**config.mk**
```make
export PLATFORM = sky130hd
export DESIGN_NAME = store_set_update_ctrl_flat
export DESIGN_NICKNAME = d
export VERILOG_FILES = /design/src/rtl/store_set_update_if.sv /design/src/rtl/store_set_update_ctrl.sv /design/src/flat_wrapper.sv
export SDC_FILE = /design/constraint.sdc
export NUM_CORES = 1
export LEC_CHECK = 0
export CORE_ASPECT_RATIO = 1.5
export CORE_UTILIZATION = 37
export CTS_CLUSTER_SIZE = 10
export DETAILED_ROUTE_END_ITERATION = 10
export DONT_BUFFER_PORTS = 1
export SLEW_MARGIN = 20
export SYNTH_ARGS = -nofsm -noshare
export SYNTH_HDL_FRONTEND = slang
export SYNTH_SLANG_ARGS = --single-unit
```
**constraint.sdc**
```tcl
create_clock -name clk -period 2.9 [get_ports clk]
set_input_delay 0.29 -clock clk [delete_from_list [all_inputs] [get_ports clk]]
set_output_delay 0.29 -clock clk [all_outputs]
set_load 0.02 [all_outputs]
```
**src/rtl/store_set_update_if.sv**
```systemverilog
// Violation-report intake plus SSIT access and LFST flush signals for the store-set sequencer.
// The master side is the sequencer; the slave side is the LSU / SSIT / LFST environment.
interface store_set_update_if #(
  parameter int unsigned SSIT_IDX_W = 10,
  parameter int unsigned SET_ID_W   = 6
);
  logic                  viol_valid;
  logic                  viol_ready;
  logic [SSIT_IDX_W-1:0] viol_load_pc;
  logic [SSIT_IDX_W-1:0] viol_store_pc;
  logic                  ssit_rd_en;
  logic [SSIT_IDX_W-1:0] ssit_rd_addr;
  logic [SET_ID_W-1:0]   ssit_rd_data;
  logic                  ssit_wr_en;
  logic [SSIT_IDX_W-1:0] ssit_wr_addr;
  logic [SET_ID_W-1:0]   ssit_wr_data;
  logic                  lfst_flush;
  logic                  busy;
  logic                  clearing;

  modport master (
    input  viol_valid, viol_load_pc, viol_store_pc, ssit_rd_data,
    output viol_ready, ssit_rd_en, ssit_rd_addr, ssit_wr_en, ssit_wr_addr, ssit_wr_data,
           lfst_flush, busy, clearing
  );

  modport slave (
    output viol_valid, viol_load_pc, viol_store_pc, ssit_rd_data,
    input  viol_ready, ssit_rd_en, ssit_rd_addr, ssit_wr_en, ssit_wr_addr, ssit_wr_data,
           lfst_flush, busy, clearing
  );
endinterface

```
**src/rtl/store_set_update_ctrl.sv**
```systemverilog
// Store-set predictor trainer: buffers violation reports, merges load/store into one store set
// via SSIT read-modify-write, and periodically zeroes the SSIT and flushes the LFST.
module store_set_update_ctrl #(
  parameter int unsigned SSIT_IDX_W     = 10,
  parameter int unsigned SET_ID_W       = 6,
  parameter int unsigned FIFO_DEPTH     = 4,
  parameter int unsigned CLEAR_INTERVAL = 100000,
  parameter int unsigned CLEAR_CNT_W    = 17
) (
  input logic                clk,
  input logic                rst,
  store_set_update_if.master bus
);
  localparam int unsigned PTR_W = (FIFO_DEPTH > 1) ? $clog2(FIFO_DEPTH) : 1;

  typedef enum logic [2:0] {StIdle, StRdStore, StEval, StWr2, StClear} state_e;

  // Violation FIFO
  logic [SSIT_IDX_W-1:0] fifo_ld_q [FIFO_DEPTH];
  logic [SSIT_IDX_W-1:0] fifo_st_q [FIFO_DEPTH];
  logic [PTR_W-1:0]      wr_ptr_q, rd_ptr_q;
  logic [PTR_W:0]        count_q;
  logic                  full, empty, push, pop;

  assign full  = (count_q == (PTR_W+1)'(FIFO_DEPTH));
  assign empty = (count_q == '0);
  assign push  = bus.viol_valid && !full;

  always_ff @(posedge clk) begin
    if (push) begin
      fifo_ld_q[wr_ptr_q] <= bus.viol_load_pc;
      fifo_st_q[wr_ptr_q] <= bus.viol_store_pc;
    end
  end

  always_ff @(posedge clk) begin
    if (rst) begin
      wr_ptr_q <= '0;
      rd_ptr_q <= '0;
      count_q  <= '0;
    end else begin
      if (push) wr_ptr_q <= wr_ptr_q + PTR_W'(1);
      if (pop)  rd_ptr_q <= rd_ptr_q + PTR_W'(1);
      if (push && !pop)      count_q <= count_q + (PTR_W+1)'(1);
      else if (pop && !push) count_q <= count_q - (PTR_W+1)'(1);
    end
  end

  // Sequencer state
  state_e                state_q, state_d;
  logic [SSIT_IDX_W-1:0] ld_q, ld_d, st_q, st_d, clr_addr_q, clr_addr_d;
  logic [SET_ID_W-1:0]   l_q, l_d, alloc_q, alloc_d, alloc_next, s_id;
  logic [CLEAR_CNT_W-1:0] cnt_q, cnt_d;
  logic                  pending_q, pending_d, expire, clear_done;
  logic                  rd_en, wr_en, flush;
  logic [SSIT_IDX_W-1:0] rd_addr, wr_addr;
  logic [SET_ID_W-1:0]   wr_data;

  assign s_id       = bus.ssit_rd_data;
  // IDs 0 and 1 are reserved, so allocation cycles through 2..max.
  assign alloc_next = (alloc_q == '1) ? SET_ID_W'(2) : alloc_q + SET_ID_W'(1);
  assign expire     = (cnt_q == CLEAR_CNT_W'(CLEAR_INTERVAL - 1));

  always_comb begin
    state_d    = state_q;
    ld_d       = ld_q;
    st_d       = st_q;
    l_d        = l_q;
    alloc_d    = alloc_q;
    clr_addr_d = clr_addr_q;
    pop        = 1'b0;
    rd_en      = 1'b0;
    rd_addr    = '0;
    wr_en      = 1'b0;
    wr_addr    = '0;
    wr_data    = '0;
    flush      = 1'b0;
    clear_done = 1'b0;
    unique case (state_q)
      StIdle: begin
        if (pending_q) begin
          clr_addr_d = '0;
          state_d    = StClear;
        end else if (!empty) begin
          pop     = 1'b1;
          ld_d    = fifo_ld_q[rd_ptr_q];
          st_d    = fifo_st_q[rd_ptr_q];
          rd_en   = 1'b1;
          rd_addr = fifo_ld_q[rd_ptr_q];
          state_d = StRdStore;
        end
      end
      StRdStore: begin
        l_d     = s_id;
        rd_en   = 1'b1;
        rd_addr = st_q;
        state_d = StEval;
      end
      StEval: begin
        state_d = StIdle;
        if (l_q == '0 && s_id == '0) begin
          wr_en   = 1'b1;
          wr_addr = ld_q;
          wr_data = alloc_q;
          state_d = StWr2;
        end else if (s_id == '0 || (l_q != '0 && l_q < s_id)) begin
          wr_en   = 1'b1;
          wr_addr = st_q;
          wr_data = l_q;
        end else if (l_q != s_id) begin
          wr_en   = 1'b1;
          wr_addr = ld_q;
          wr_data = s_id;
        end
      end
      StWr2: begin
        wr_en   = 1'b1;
        wr_addr = st_q;
        wr_data = alloc_q;
        alloc_d = alloc_next;
        state_d = StIdle;
      end
      StClear: begin
        wr_en      = 1'b1;
        wr_addr    = clr_addr_q;
        clr_addr_d = clr_addr_q + SSIT_IDX_W'(1);
        if (clr_addr_q == '1) begin
          flush      = 1'b1;
          clear_done = 1'b1;
          alloc_d    = SET_ID_W'(2);
          state_d    = StIdle;
        end
      end
      default: state_d = StIdle;
    endcase
  end

  // Exit from a sweep wins over a coincident expiry so only one clear is ever outstanding.
  always_comb begin
    cnt_d     = expire ? '0 : cnt_q + CLEAR_CNT_W'(1);
    pending_d = clear_done ? 1'b0 : (expire ? 1'b1 : pending_q);
  end

  always_ff @(posedge clk) begin
    if (rst) begin
      state_q    <= StIdle;
      ld_q       <= '0;
      st_q       <= '0;
      l_q        <= '0;
      alloc_q    <= SET_ID_W'(2);
      clr_addr_q <= '0;
      cnt_q      <= '0;
      pending_q  <= 1'b0;
    end else begin
      state_q    <= state_d;
      ld_q       <= ld_d;
      st_q       <= st_d;
      l_q        <= l_d;
      alloc_q    <= alloc_d;
      clr_addr_q <= clr_addr_d;
      cnt_q      <= cnt_d;
      pending_q  <= pending_d;
    end
  end

  // Strobes are masked during reset so an abandoned sequence issues no further accesses.
  assign bus.ssit_rd_en   = rd_en && !rst;
  assign bus.ssit_rd_addr = rd_addr;
  assign bus.ssit_wr_en   = wr_en && !rst;
  assign bus.ssit_wr_addr = wr_addr;
  assign bus.ssit_wr_data = wr_data;
  assign bus.lfst_flush   = flush && !rst;
  assign bus.viol_ready   = !full;
  assign bus.busy         = (state_q != StIdle) || !empty;
  assign bus.clearing     = (state_q == StClear);
endmodule

```
**src/flat_wrapper.sv**
```systemverilog
// flat-port wrapper written by rule: the top's interface ports become plain ports
module store_set_update_ctrl_flat 
#(
  parameter int unsigned SSIT_IDX_W     = 10,
  parameter int unsigned SET_ID_W       = 6,
  parameter int unsigned FIFO_DEPTH     = 4,
  parameter int unsigned CLEAR_INTERVAL = 100000,
  parameter int unsigned CLEAR_CNT_W    = 17
)
  (clk, rst, bus_viol_valid, bus_viol_load_pc, bus_viol_store_pc, bus_ssit_rd_data, bus_viol_ready, bus_ssit_rd_en, bus_ssit_rd_addr, bus_ssit_wr_en, bus_ssit_wr_addr, bus_ssit_wr_data, bus_lfst_flush, bus_busy, bus_clearing);
  store_set_update_if #(.SSIT_IDX_W(SSIT_IDX_W), .SET_ID_W(SET_ID_W)) bus_i ();
  input logic clk;
  input logic rst;
  input wire logic [$bits(bus_i.viol_valid)-1:0] bus_viol_valid;
  input wire logic [$bits(bus_i.viol_load_pc)-1:0] bus_viol_load_pc;
  input wire logic [$bits(bus_i.viol_store_pc)-1:0] bus_viol_store_pc;
  input wire logic [$bits(bus_i.ssit_rd_data)-1:0] bus_ssit_rd_data;
  output wire logic [$bits(bus_i.viol_ready)-1:0] bus_viol_ready;
  output wire logic [$bits(bus_i.ssit_rd_en)-1:0] bus_ssit_rd_en;
  output wire logic [$bits(bus_i.ssit_rd_addr)-1:0] bus_ssit_rd_addr;
  output wire logic [$bits(bus_i.ssit_wr_en)-1:0] bus_ssit_wr_en;
  output wire logic [$bits(bus_i.ssit_wr_addr)-1:0] bus_ssit_wr_addr;
  output wire logic [$bits(bus_i.ssit_wr_data)-1:0] bus_ssit_wr_data;
  output wire logic [$bits(bus_i.lfst_flush)-1:0] bus_lfst_flush;
  output wire logic [$bits(bus_i.busy)-1:0] bus_busy;
  output wire logic [$bits(bus_i.clearing)-1:0] bus_clearing;
  assign bus_i.viol_valid = bus_viol_valid;
  assign bus_i.viol_load_pc = bus_viol_load_pc;
  assign bus_i.viol_store_pc = bus_viol_store_pc;
  assign bus_i.ssit_rd_data = bus_ssit_rd_data;
  assign bus_viol_ready = bus_i.viol_ready;
  assign bus_ssit_rd_en = bus_i.ssit_rd_en;
  assign bus_ssit_rd_addr = bus_i.ssit_rd_addr;
  assign bus_ssit_wr_en = bus_i.ssit_wr_en;
  assign bus_ssit_wr_addr = bus_i.ssit_wr_addr;
  assign bus_ssit_wr_data = bus_i.ssit_wr_data;
  assign bus_lfst_flush = bus_i.lfst_flush;
  assign bus_busy = bus_i.busy;
  assign bus_clearing = bus_i.clearing;
  store_set_update_ctrl #(.SSIT_IDX_W(SSIT_IDX_W), .SET_ID_W(SET_ID_W), .FIFO_DEPTH(FIFO_DEPTH), .CLEAR_INTERVAL(CLEAR_INTERVAL), .CLEAR_CNT_W(CLEAR_CNT_W)) u_core (.clk(clk), .rst(rst), .bus(bus_i));
endmodule
```
==> results of run 1 <==
==> cell usage after synthesis (6+ instances only) <==
master,n
edfxtp_1,80
dfxtp_1,72
nor2_1,64
nand2_1,58
a21oi_1,41
and2_1,21
mux4_2,20
xor2_1,16
a21o_1,15
ha_1,14
inv_1,14
a221o_1,12
clkbuf_1,11
nand3_1,11
buf_2,10
o21ai_0,9
and3_1,8
xnor2_1,8
nor3_1,7
nand4_1,6
==> kinds of logic (layout without fill, tap and decap cells) <==
kind of cell / Yosys count / in the layout / synth area share
buf+inv: 38 / 88 / 0.0240
flops: 152 / 152 / 0.580
compound gates: 104 / 104 / 0.114
fa+ha+maj: 15 / 15 / 0.0295
xor+xnor: 24 / 24 / 0.0317
mux: 22 / 22 / 0.0710
simple gates: 204 / 204 / 0.150
==> registers in the layout, indices dropped and copies added, names as in the netlist, named ones only <==
signal / count
u_core.clr_addr_q: 10
u_core.st_q: 10
u_core.wr_ptr_q: 2
u_core.alloc_q: 6
u_core.fifo_st_q: 40
u_core.pending_q: 1
u_core.count_q: 3
u_core.rd_ptr_q: 2
u_core.state_q: 3
u_core.l_q: 6
u_core.fifo_ld_q: 40
u_core.ld_q: 10
u_core.cnt_q: 17
==> routing by layer <==
| layer | vias up | track usage | part of all wire |
|---|---|---|---|
| li1 | 2130 | - | - |
| met1 | 2217 | 0.191 | 0.38 |
| met2 | 106 | 0.318 | 0.55 |
| met3 | 22 | 0.0383 | 0.047 |
| met4 | 0 | 0.0787 | 0.022 |
| met5 | - | 0 | 0 |
==> worst max-delay path, delay by kind of cell (launching register included) <==
| kind | cells | cell delay [ps] |
|---|---|---|
| and+or+nand+nor | 2 | 590 |
| adders and majority gates | 1 | 300 |
| DFF | 1 | 320 |
| AOI/OAI and AO/OA | 3 | 680 |
| buffers and inverters | 1 | 220 |
==> power groups by stage <==
stage	combinational, uW	clock (uW)	sequential [uW]
floorplan	1450	0	2750
global placement	1790	0	2880
detailed placement	1820	0	2890
CTS	1910	2240	2840
global route	2090	2320	2890
finish	1910	2190	2850
==> through the flow <==
stage | setup WS (ps) | instances
2_1_floorplan | 584 | 559
3_3_place_gp | 304 | 763
3_5_place_dp | 286 | 763
4_1_cts | 26.1 | 820
5_1_grt | 6.32 | 822
6_report | 79.7 | 822
==> layout make-up <==
type,instances,area share
multi-input cells,369,0.342
well taps,213,0.0339
clock inverters,15,0.0209
flip-flops and latches,152,0.490
inverters,15,0.00716
repair buffers,41,0.0519
clock buffers,17,0.0541
==> final timing paths <==
| path | endpoint | slack, ps | startpoint |
|---|---|---|---|
| setup / recovery | bus_ssit_wr_addr[4] | 80 | u_core.l_q[3] |
| hold / removal | u_core.l_q[0] | 20 | bus_ssit_rd_data[0] |
| setup reg to reg | u_core.count_q[2] | 560 | u_core.state_q[2] |
| hold reg to reg | u_core.cnt_q[0] | 470 | u_core.cnt_q[0] |
==> timing repair <==
| item | in CTS | in global routing |
|---|---|---|
| pin swaps | 2 | 5 |
| hold buffers | 24 | 0 |
| buffers inserted | 1 | 1 |
| endpoints found under the setup margin | 13 | 10 |
| hold endpoints to repair | 127 | 0 |
| gates cloned | 0 | 1 |
| resized for setup | 3 | 11 |
==> summary.txt, run 1 <==
Outcome
  – Run status: finished, violations left
  – Violated checks: DRC

Logic synthesis
  – Synth area leaders: edfxtp_1 36%, dfxtp_1 22%, mux4_2 6.8%
  – Primary FF master, synth: edfxtp_1
  – Ys async rst share: 0
  – Synthesized netlist cell count: roughly 560
  – Syn Area/Cell: roughly 12 um^2
  – #FFs+latches synth: between 150 and 200
  – Post-synthesis cell area: about 6600 um^2
  – Post-Syn Nets: between 600 and 700
  – Area leader, netlist: edfxtp_1
  – Seq/Total Area, Yosys: 0.580
  – Top-area cell type share of the netlist area: 0.363
  – Unique masters post-synth: 54
  – Synth warn: 0
  – Post-synth EDFFs: 80

Clock tree
  – TritonCTS clock tree: yes
  – Clock transition at path regs: approximately 60 ps
  – CTS max path bufs: 2
  – Clock Tree Root: clkbuf_16
  – H-tree depth: 4
  – Clock latency on the worst-skew pair: about 420 ps
  – Num CTS Buffers: 17
  – TritonCTS sink count: around 150

Finish
  – Commonest non-fill, non-tap cell in the layout: edfxtp_1
  – Layout cell share with drive strength beyond 1: 0.154
  – Final Net Count: 640
  – Fill cells: roughly 1600
  – Final Cell Area: ~7900 um^2
  – Number of antenna diodes: 0
  – Commonest non-fill, non-tap cells in the layout: 80 x edfxtp_1, 69 x dfxtp_1, 63 x nor2_1
  – Area of the multi-input gates: 2690 um^2
  – Area Overhead vs Synth: 18.6%
  – Finished Core Util: 0.451
  – Register area: about 3900 um^2

STA
  – Smallest hold slack: slightly below 20 ps
  – Slew headroom: 0.463
  – FMAX: 0.355 GHz
  – Unrepaired setup endpoints after global routing: false
  – Crit path time final: approximately 2800 ps
  – Post-route setup TNS: 0 ps
  – Setup violators final: 0
  – Final Hold Fails: 0
  – Setup Skew: 6.52 ps
  – Slew Limit Fails: 0
  – Post-route clock period utilization: 0.973
  – Worst Tran Pin Value: ~800 ps

Power
  – Worst vdd ir: ~0.47 mV
  – Cell internal pwr: 4630 uW
  – Power Total: a little under 7000 uW
  – Clock network fraction of design power: 0.315
  – Switching Fraction: 0.334
  – Power Dens Cells: 883 nW/um^2
  – Comb pwr share: 0.275
  – Seq pwr share: 0.410
  – Psw: between 2000 and 2500 uW
  – Leak: 0.00289 uW

GRT
  – Vias in the first global route: ~4700
  – First-pass GRT wire length: roughly 25000 um
  – GRT Total Usage: 0.174
  – Initial antenna violation count: 0
  – Largest net degree at the start of global routing: 47
  – Total congestion overflow: 0

Detailed routing
  – Antenna Nets Post-Route: 0
  – Final WL: around 15000 um
  – # DRC: 8
  – WL/cell: 18.8 um
  – Initial drt markers: approximately 300
  – Pre-Repair DR Iteration Count: 7
  – Mean number of vias per cell: 5.44
  – Vias: between 4000 and 5000

Worst setup path
  – CP max stage cell: or3_4
  – Worst setup EP type: output port
  – CP Cell Sequence: ha_1, and4_4, o21a_1, or3_4, a31oi_4, clkbuf_16, a221o_1
  – Worst endpoint data arrival time: roughly 2500 ps
  – Startpoint Class: flip-flop
  – Reg2Reg Depth: 9
  – Worst Path Max Fanout: 5
  – Req. time, crit path: around 2600 ps
  – Crit Path Category: flip-flop to output port
  – Critical Path Max Stage Delay: about 400 ps

Floorplan
  – Die width: 111 um
  – Core area: 17400 um^2
  – Die area: 18500 um^2
  – Die Y: ~170 um
  – Rows: slightly below 60
  – Initial Utilization: 0.380
  – # IOs: 61

Hold path
  – Worst Hold Class: input port to flip-flop
  – Hold Crit Depth: 2

Place
  – HPWL after detailed placement: 10600 um
  – DP Area: between 6000 and 7000 um^2
  – Final GP Congestion: ~0.84
  – # port buffers: 0

Flow run
  – Max cap viols: 0
Note: power is estimated with default switching activity, not from simulation.
==> inputs of run 2 (changes only) <==
Settings changed: CORE_MARGIN set to 3, CTS_BUF_LIST set to sky130_fd_sc_hd__clkbuf_8.
==> summary.txt, run 2 (synthesis results as in run 1) <==
STA
  – Final Hold Fails: 0 (unchanged)
  – Post-route clock period utilization: 0.975 (was 0.973)
  – Setup Skew: 11.8 ps (was 6.52 ps)
  – Setup violators final: 0 (unchanged)
  – Worst Tran Pin Value: 768 ps (was 797 ps)
  – Post-route setup TNS: 0 ps (unchanged)
  – Slew Limit Fails: 0 (unchanged)
  – Crit path time final: 2830 ps (was 2820 ps)
  – FMAX: 0.354 GHz (was 0.355 GHz)
  – Final WS setup: 71.3 ps (was 79.7 ps)
  – Slew headroom: 0.482 (was 0.463)

Detailed routing
  – Initial drt markers: 228 (was 293)
  – Pre-Repair DR Iteration Count: 5 (was 7)
  – Antenna Nets Post-Route: 0 (unchanged)
  – Final WL: 14600 um (was 15400 um)
  – # DRC: 0 (was 8)
  – Vias: 4444 (was 4475)
  – Mean number of vias per cell: 5.39 (was 5.44)
  – WL/cell: 17.7 um (was 18.8 um)

Floorplan
  – Die area: 19600 um^2 (was 18500 um^2)
  – # IOs: 61 (unchanged)
  – Die width: 115 um (was 111 um)
  – Core area: 17500 um^2 (was 17400 um^2)
  – Die Y: 170 um (was 166 um)
  – Initial Utilization: 0.379 (was 0.380)
  – Rows: 59 (unchanged)

GRT
  – Met2 Usage GRT: 0.269 (was 0.318)
  – Initial antenna violation count: 0 (unchanged)
  – GRT met3 Usage: 0.0413 (was 0.0383)
  – GRT met1 Usage: 0.178 (was 0.191)
  – GRT Total Usage: 0.156 (was 0.174)
  – First-pass GRT wire length: 23600 um (was 24500 um)
  – Largest net degree at the start of global routing: 48 (was 47)
  – Grt peak-use layer: met2 (unchanged)
  – Vias in the first global route: 4464 (was 4671)
  – Total congestion overflow: 0 (unchanged)

Clock tree
  – CTS max path bufs: 2 (unchanged)
  – Clock latency on the worst-skew pair: 450 ps (was 420 ps)
  – Num CTS Buffers: 17 (unchanged)
  – Clock transition at path regs: 80 ps (was 60 ps)
  – H-tree depth: 4 (unchanged)
  – TritonCTS sink count: 152 (unchanged)
  – Clock Tree Root: clkbuf_8 (was clkbuf_16)
  – TritonCTS clock tree: yes (unchanged)

Finish
  – Area Overhead vs Synth: 15.8% (was 18.6%)
  – Biggest regs: u_core.fifo_ld_q: 40 flops, u_core.fifo_st_q: 40 flops, u_core.cnt_q: 17 flops (unchanged)
  – Finished Core Util: 0.439 (was 0.451)
  – Layout cell share with drive strength beyond 1: 0.152 (was 0.154)
  – Commonest non-fill, non-tap cells in the layout: 80 x edfxtp_1, 69 x dfxtp_1, 63 x nor2_1 (unchanged)
  – Area of the multi-input gates: 2670 um^2 (was 2690 um^2)
  – Number of antenna diodes: 0 (unchanged)
  – Final Net Count: 643 (was 640)
  – Register area: 3850 um^2 (about the same)
  – Commonest non-fill, non-tap cell in the layout: edfxtp_1 (unchanged)
  – Fill cells: 1596 (was 1634)

Power
  – Clock network fraction of design power: 0.248 (was 0.315)
  – Cell internal pwr: 4090 uW (was 4630 uW)
  – Worst vdd ir: 0.482 mV (was 0.470 mV)
  – Leak: 0.00280 uW (was 0.00289 uW)
  – Comb pwr share: 0.299 (was 0.275)
  – Seq pwr share: 0.453 (was 0.410)
  – Switching Fraction: 0.350 (was 0.334)
  – Power Total: 6290 uW (was 6940 uW)
  – Psw: 2200 uW (was 2320 uW)
  – Power Dens Cells: 820 nW/um^2 (was 883 nW/um^2)

Worst setup path
  – Crit Path Category: flip-flop to output port (unchanged)
  – Delay-heaviest family, CP: simple AND/OR/NAND/NOR gates (was compound AO/OA/AOI/OAI gates)
  – Req. time, crit path: 2610 ps (about the same)
  – Critical Path Max Stage Delay: 420 ps (was 400 ps)
  – Startpoint Class: flip-flop (unchanged)
  – CP max stage cell: or3_4 (unchanged)
  – Worst endpoint data arrival time: 2540 ps (was 2530 ps)
  – Worst Path Max Fanout: 10 (was 5)
  – Critical path buffers and inverters: 1 (unchanged)
  – CP Cell Sequence: ha_1, and4_1, o21a_1, or3_4, a31oi_4, buf_12, a221o_1 (was ha_1, and4_4, o21a_1, or3_4, a31oi_4, clkbuf_16, a221o_1)
  – Worst setup EP type: output port (unchanged)

Hold path
  – Worst Hold Class: input port to flip-flop (unchanged)

Place
  – Final GP Congestion: 0.879 (was 0.835)
  – Pre-CTS setup slack: 339 ps (was 286 ps)
  – # port buffers: 0 (unchanged)
  – HPWL after detailed placement: 10200 um (was 10600 um)

Outcome
  – Run status: finished clean (was finished, violations left)

Flow run
  – Max cap viols: 0 (unchanged)
run 2: changes by cell type in the layout (fill, tap and decap cells not counted), moves of 3 or more:
cell	before	now
clkinvlp_4	2	6
dlygate4sd3_1	23	27
inv_6	5	1
ha_1	11	14
clkbuf_8	0	17
clkbuf_16	18	0
ha_4	3	0
run 2: final timing paths:
check | start | to | slack, ps | cells after the start
max | u_core.l_q[5] | bus_ssit_wr_addr[4] | 70 | 7
min | rst | u_core.l_q[5] | 150 | 2
max reg2reg | u_core.state_q[2] | u_core.count_q[2] | 460 | 9
min reg2reg | u_core.cnt_q[0] | u_core.cnt_q[0] | 470 | 1
run 2: cell type report:
type	count	share of cell area
repair buffers	43	0.0558
clock buffers	17	0.0305
repair inverters	1	0.000978
flip-flops and latches	152	0.501
clock inverters	15	0.0201
multi-input cells	369	0.348
inverters	15	0.00815
well taps	213	0.0347
run 2: per-layer routing:
metal	vias up	wire [um]
met5	-	0
met4	0	429
met3	22	722
met2	118	7610
met1	2169	5860
li1	2135	-
run 2: stage by stage:
| step | area [um^2] | hold WS, ps | instances |
|---|---|---|---|
| after floorplan | 6630 | 389 | 559 |
| after global placement | 6870 | 370 | 759 |
| after detailed placement | 6870 | 369 | 759 |
| after CTS | 7610 | 125 | 821 |
| after global routing | 7670 | 143 | 825 |
| final | 7670 | 146 | 825 |
run 2: power groups by stage:
stage	clock (uW)	combinational [uW]	sequential (uW)
6_report	1560	1880	2850
4_1_cts	1610	1870	2840
5_1_grt	1710	2080	2890
3_5_place_dp	0	1750	2900
2_1_floorplan	0	1450	2750
3_3_place_gp	0	1720	2880
run 2: repair_timing:
| action | CTS | global route |
|---|---|---|
| pin swaps | 4 | 3 |
| gates cloned | 0 | 1 |
| buffers inserted | 2 | 3 |
| setup endpoints to repair | 17 | 18 |
| hold buffers | 28 | 0 |
| gates resized for setup | 5 | 12 |
| endpoints found under the hold margin | 128 | 0 |
==> inputs of run 3 (changes only) <==
Settings changed: CORE_MARGIN 3 to 1, REMOVE_ABC_BUFFERS set to 1.
==> summary.txt, run 3 (synthesis results as in run 1) <==
Detailed routing
  – WL/cell: 18.4 um (was 17.7 um)
  – # DRC: 12 (was 0)
  – Vias: 4457 (was 4444)
  – Wire length on met2: 7690 um (was 7610 um)
  – DR top layer: met4 (unchanged)
  – Final WL: 15100 um (was 14600 um)
  – M1 WL: 6200 um (was 5860 um)
  – Antenna Nets Post-Route: 0 (unchanged)
  – Pre-Repair DR Iteration Count: 7 (was 5)
  – WL met3: 859 um (was 722 um)
  – Mean number of vias per cell: 5.42 (was 5.39)
  – Initial drt markers: 262 (was 228)

Floorplan
  – Rows: 59 (unchanged)
  – Initial Utilization: 0.380 (was 0.379)
  – Core area: 17400 um^2 (was 17500 um^2)
  – # IOs: 61 (unchanged)
  – Die Y: 166 um (was 170 um)
  – Die width: 111 um (was 115 um)
  – Die area: 18500 um^2 (was 19600 um^2)

Power
  – Power Dens Cells: 822 nW/um^2 (was 820 nW/um^2)
  – Power Total: 6270 uW (was 6290 uW)
  – Worst vdd ir: 0.354 mV (was 0.482 mV)
  – Leak: 0.00281 uW (was 0.00280 uW)

Worst setup path
  – Req. time, crit path: 2610 ps (about the same)
  – CP Cell Sequence: ha_1, and4_4, o21a_1, or3_4, a31oi_4, buf_12, a221o_1 (was ha_1, and4_1, o21a_1, or3_4, a31oi_4, buf_12, a221o_1)
  – Worst Path Max Fanout: 7 (was 10)
  – Startpoint Class: flip-flop (unchanged)
  – Worst setup EP type: output port (unchanged)
  – Critical Path Max Stage Delay: 410 ps (was 420 ps)
  – Crit Path Category: flip-flop to output port (unchanged)
  – CP max stage cell: or3_4 (unchanged)
  – Worst endpoint data arrival time: 2530 ps (was 2540 ps)

Finish
  – Biggest regs: u_core.fifo_ld_q: 40 flops, u_core.fifo_st_q: 40 flops, u_core.cnt_q: 17 flops (unchanged)
  – Commonest non-fill, non-tap cells in the layout: 80 x edfxtp_1, 67 x dfxtp_1, 63 x nor2_1 (was 80 x edfxtp_1, 69 x dfxtp_1, 63 x nor2_1)
  – Final Net Count: 640 (was 643)
  – Number of antenna diodes: 0 (unchanged)
  – Layout cell share with drive strength beyond 1: 0.149 (was 0.152)
  – Commonest non-fill, non-tap cell in the layout: edfxtp_1 (unchanged)
  – Area Overhead vs Synth: 15.1% (was 15.8%)
  – Fill cells: 1605 (was 1596)

STA
  – Slew Limit Fails: 0 (unchanged)
  – Worst Tran Pin Value: 818 ps (was 768 ps)
  – Final Hold Fails: 0 (unchanged)
  – Unrepaired setup endpoints after global routing: false
  – FMAX: 0.355 GHz (was 0.354 GHz)
  – Setup Skew: 15.6 ps (was 11.8 ps)
  – Post-route clock period utilization: 0.972 (was 0.975)
  – Setup violators final: 0 (unchanged)
  – Post-route setup TNS: 0 ps (unchanged)
  – Crit path time final: 2820 ps (was 2830 ps)
  – Slew headroom: 0.449 (was 0.482)

Clock tree
  – H-tree depth: 4 (unchanged)
  – Num CTS Buffers: 17 (unchanged)
  – TritonCTS sink count: 152 (unchanged)
  – Clock Tree Root: clkbuf_8 (unchanged)
  – Clock latency on the worst-skew pair: 460 ps (was 450 ps)
  – Clock transition at path regs: 90 ps (was 80 ps)
  – CTS max path bufs: 2 (unchanged)
  – TritonCTS clock tree: yes (unchanged)

GRT
  – Total congestion overflow: 0 (unchanged)
  – Largest net degree at the start of global routing: 48 (unchanged)
  – Initial antenna violation count: 0 (unchanged)
  – First-pass GRT wire length: 24500 um (was 23600 um)
  – GRT Total Usage: 0.174 (was 0.156)
  – Vias in the first global route: 4560 (was 4464)

Outcome
  – Run status: finished, violations left (was finished clean)
  – Violated checks: DRC

Hold path
  – Worst Hold Class: input port to flip-flop (unchanged)

Flow run
  – Max cap viols: 0 (unchanged)

Place
  – HPWL after detailed placement: 10700 um (was 10200 um)
  – Final GP Congestion: 0.906 (was 0.879)
  – # port buffers: 0 (unchanged)
run 3: changes by cell type in the layout (fill, tap and decap cells not counted), moves of 2 or more:
| cell | before | now |
|---|---|---|
| clkinvlp_4 | 6 | 3 |
| inv_1 | 13 | 16 |
| a221o_1 | 10 | 12 |
| a221o_2 | 2 | 0 |
| buf_4 | 13 | 11 |
| clkinv_1 | 2 | 0 |
| clkinv_2 | 2 | 0 |
| dfxtp_1 | 69 | 67 |
run 3: final timing paths:
path                      from                  end  slack [ps]  depth (start not counted)
min                        rst    u_core.state_q[0]          40                          2
max reg2reg  u_core.state_q[2]    u_core.count_q[2]         400                          9
min reg2reg    u_core.cnt_q[0]      u_core.cnt_q[0]         480                          1
max              u_core.l_q[4]  bus_ssit_wr_addr[4]          80                          7
run 3: repair_timing:
action	4_1_cts	5_1_grt
hold endpoints to repair	128	0
hold buffers	27	0
setup buffers	3	0
gates resized for setup	6	9
pin swaps	3	4
endpoints found under the setup margin	17	16
run 3: final cells by class:
| class | instances | area (um^2) | area share |
|---|---|---|---|
| clock buffer | 17 | 234 | 0.0307 |
| multi-input combinational | 369 | 2660 | 0.348 |
| clock inverter | 15 | 149 | 0.0195 |
| tap | 213 | 267 | 0.0349 |
| inverter | 15 | 56.3 | 0.00738 |
| timing repair buffer | 41 | 414 | 0.0543 |
| sequential | 152 | 3850 | 0.505 |
run 3: where the power goes:
| part | total, uW | switching, uW | internal (uW) |
|---|---|---|---|
| sequential | 2870 | 291 | 2580 |
| combinational | 1870 | 1140 | 736 |
| clock | 1530 | 836 | 697 |
| total | 6270 | 2260 | 4010 |
run 3: per-stage QoR:
step	hold slack (ps)	util	worst slack [ps]	instances	cell area (um^2)
after detailed placement	365	0.394	349	760	6870
after CTS	5.96	0.436	40.1	822	7600
after global routing	14.2	0.438	0.631	822	7630
final	43.5	0.438	80.9	822	7630
after floorplan	359	-	189	536	6520
after global placement	366	0.394	358	760	6870
run 3: worst max-delay path: cells and delay by family, from the launching register on:
family,cells,cell delay (ps)
flip-flops,1,370
buffers and inverters,1,150
AND/OR/NAND/NOR,2,630
AO/OA/AOI/OAI,3,630
adder cells (fa/ha/maj),1,280
run 3: layer usage:
layer,vias up,global-route usage
li1,2127,-
met3,25,0.0591
met4,0,0.0729
met2,110,0.298
met1,2195,0.198
met5,-,0
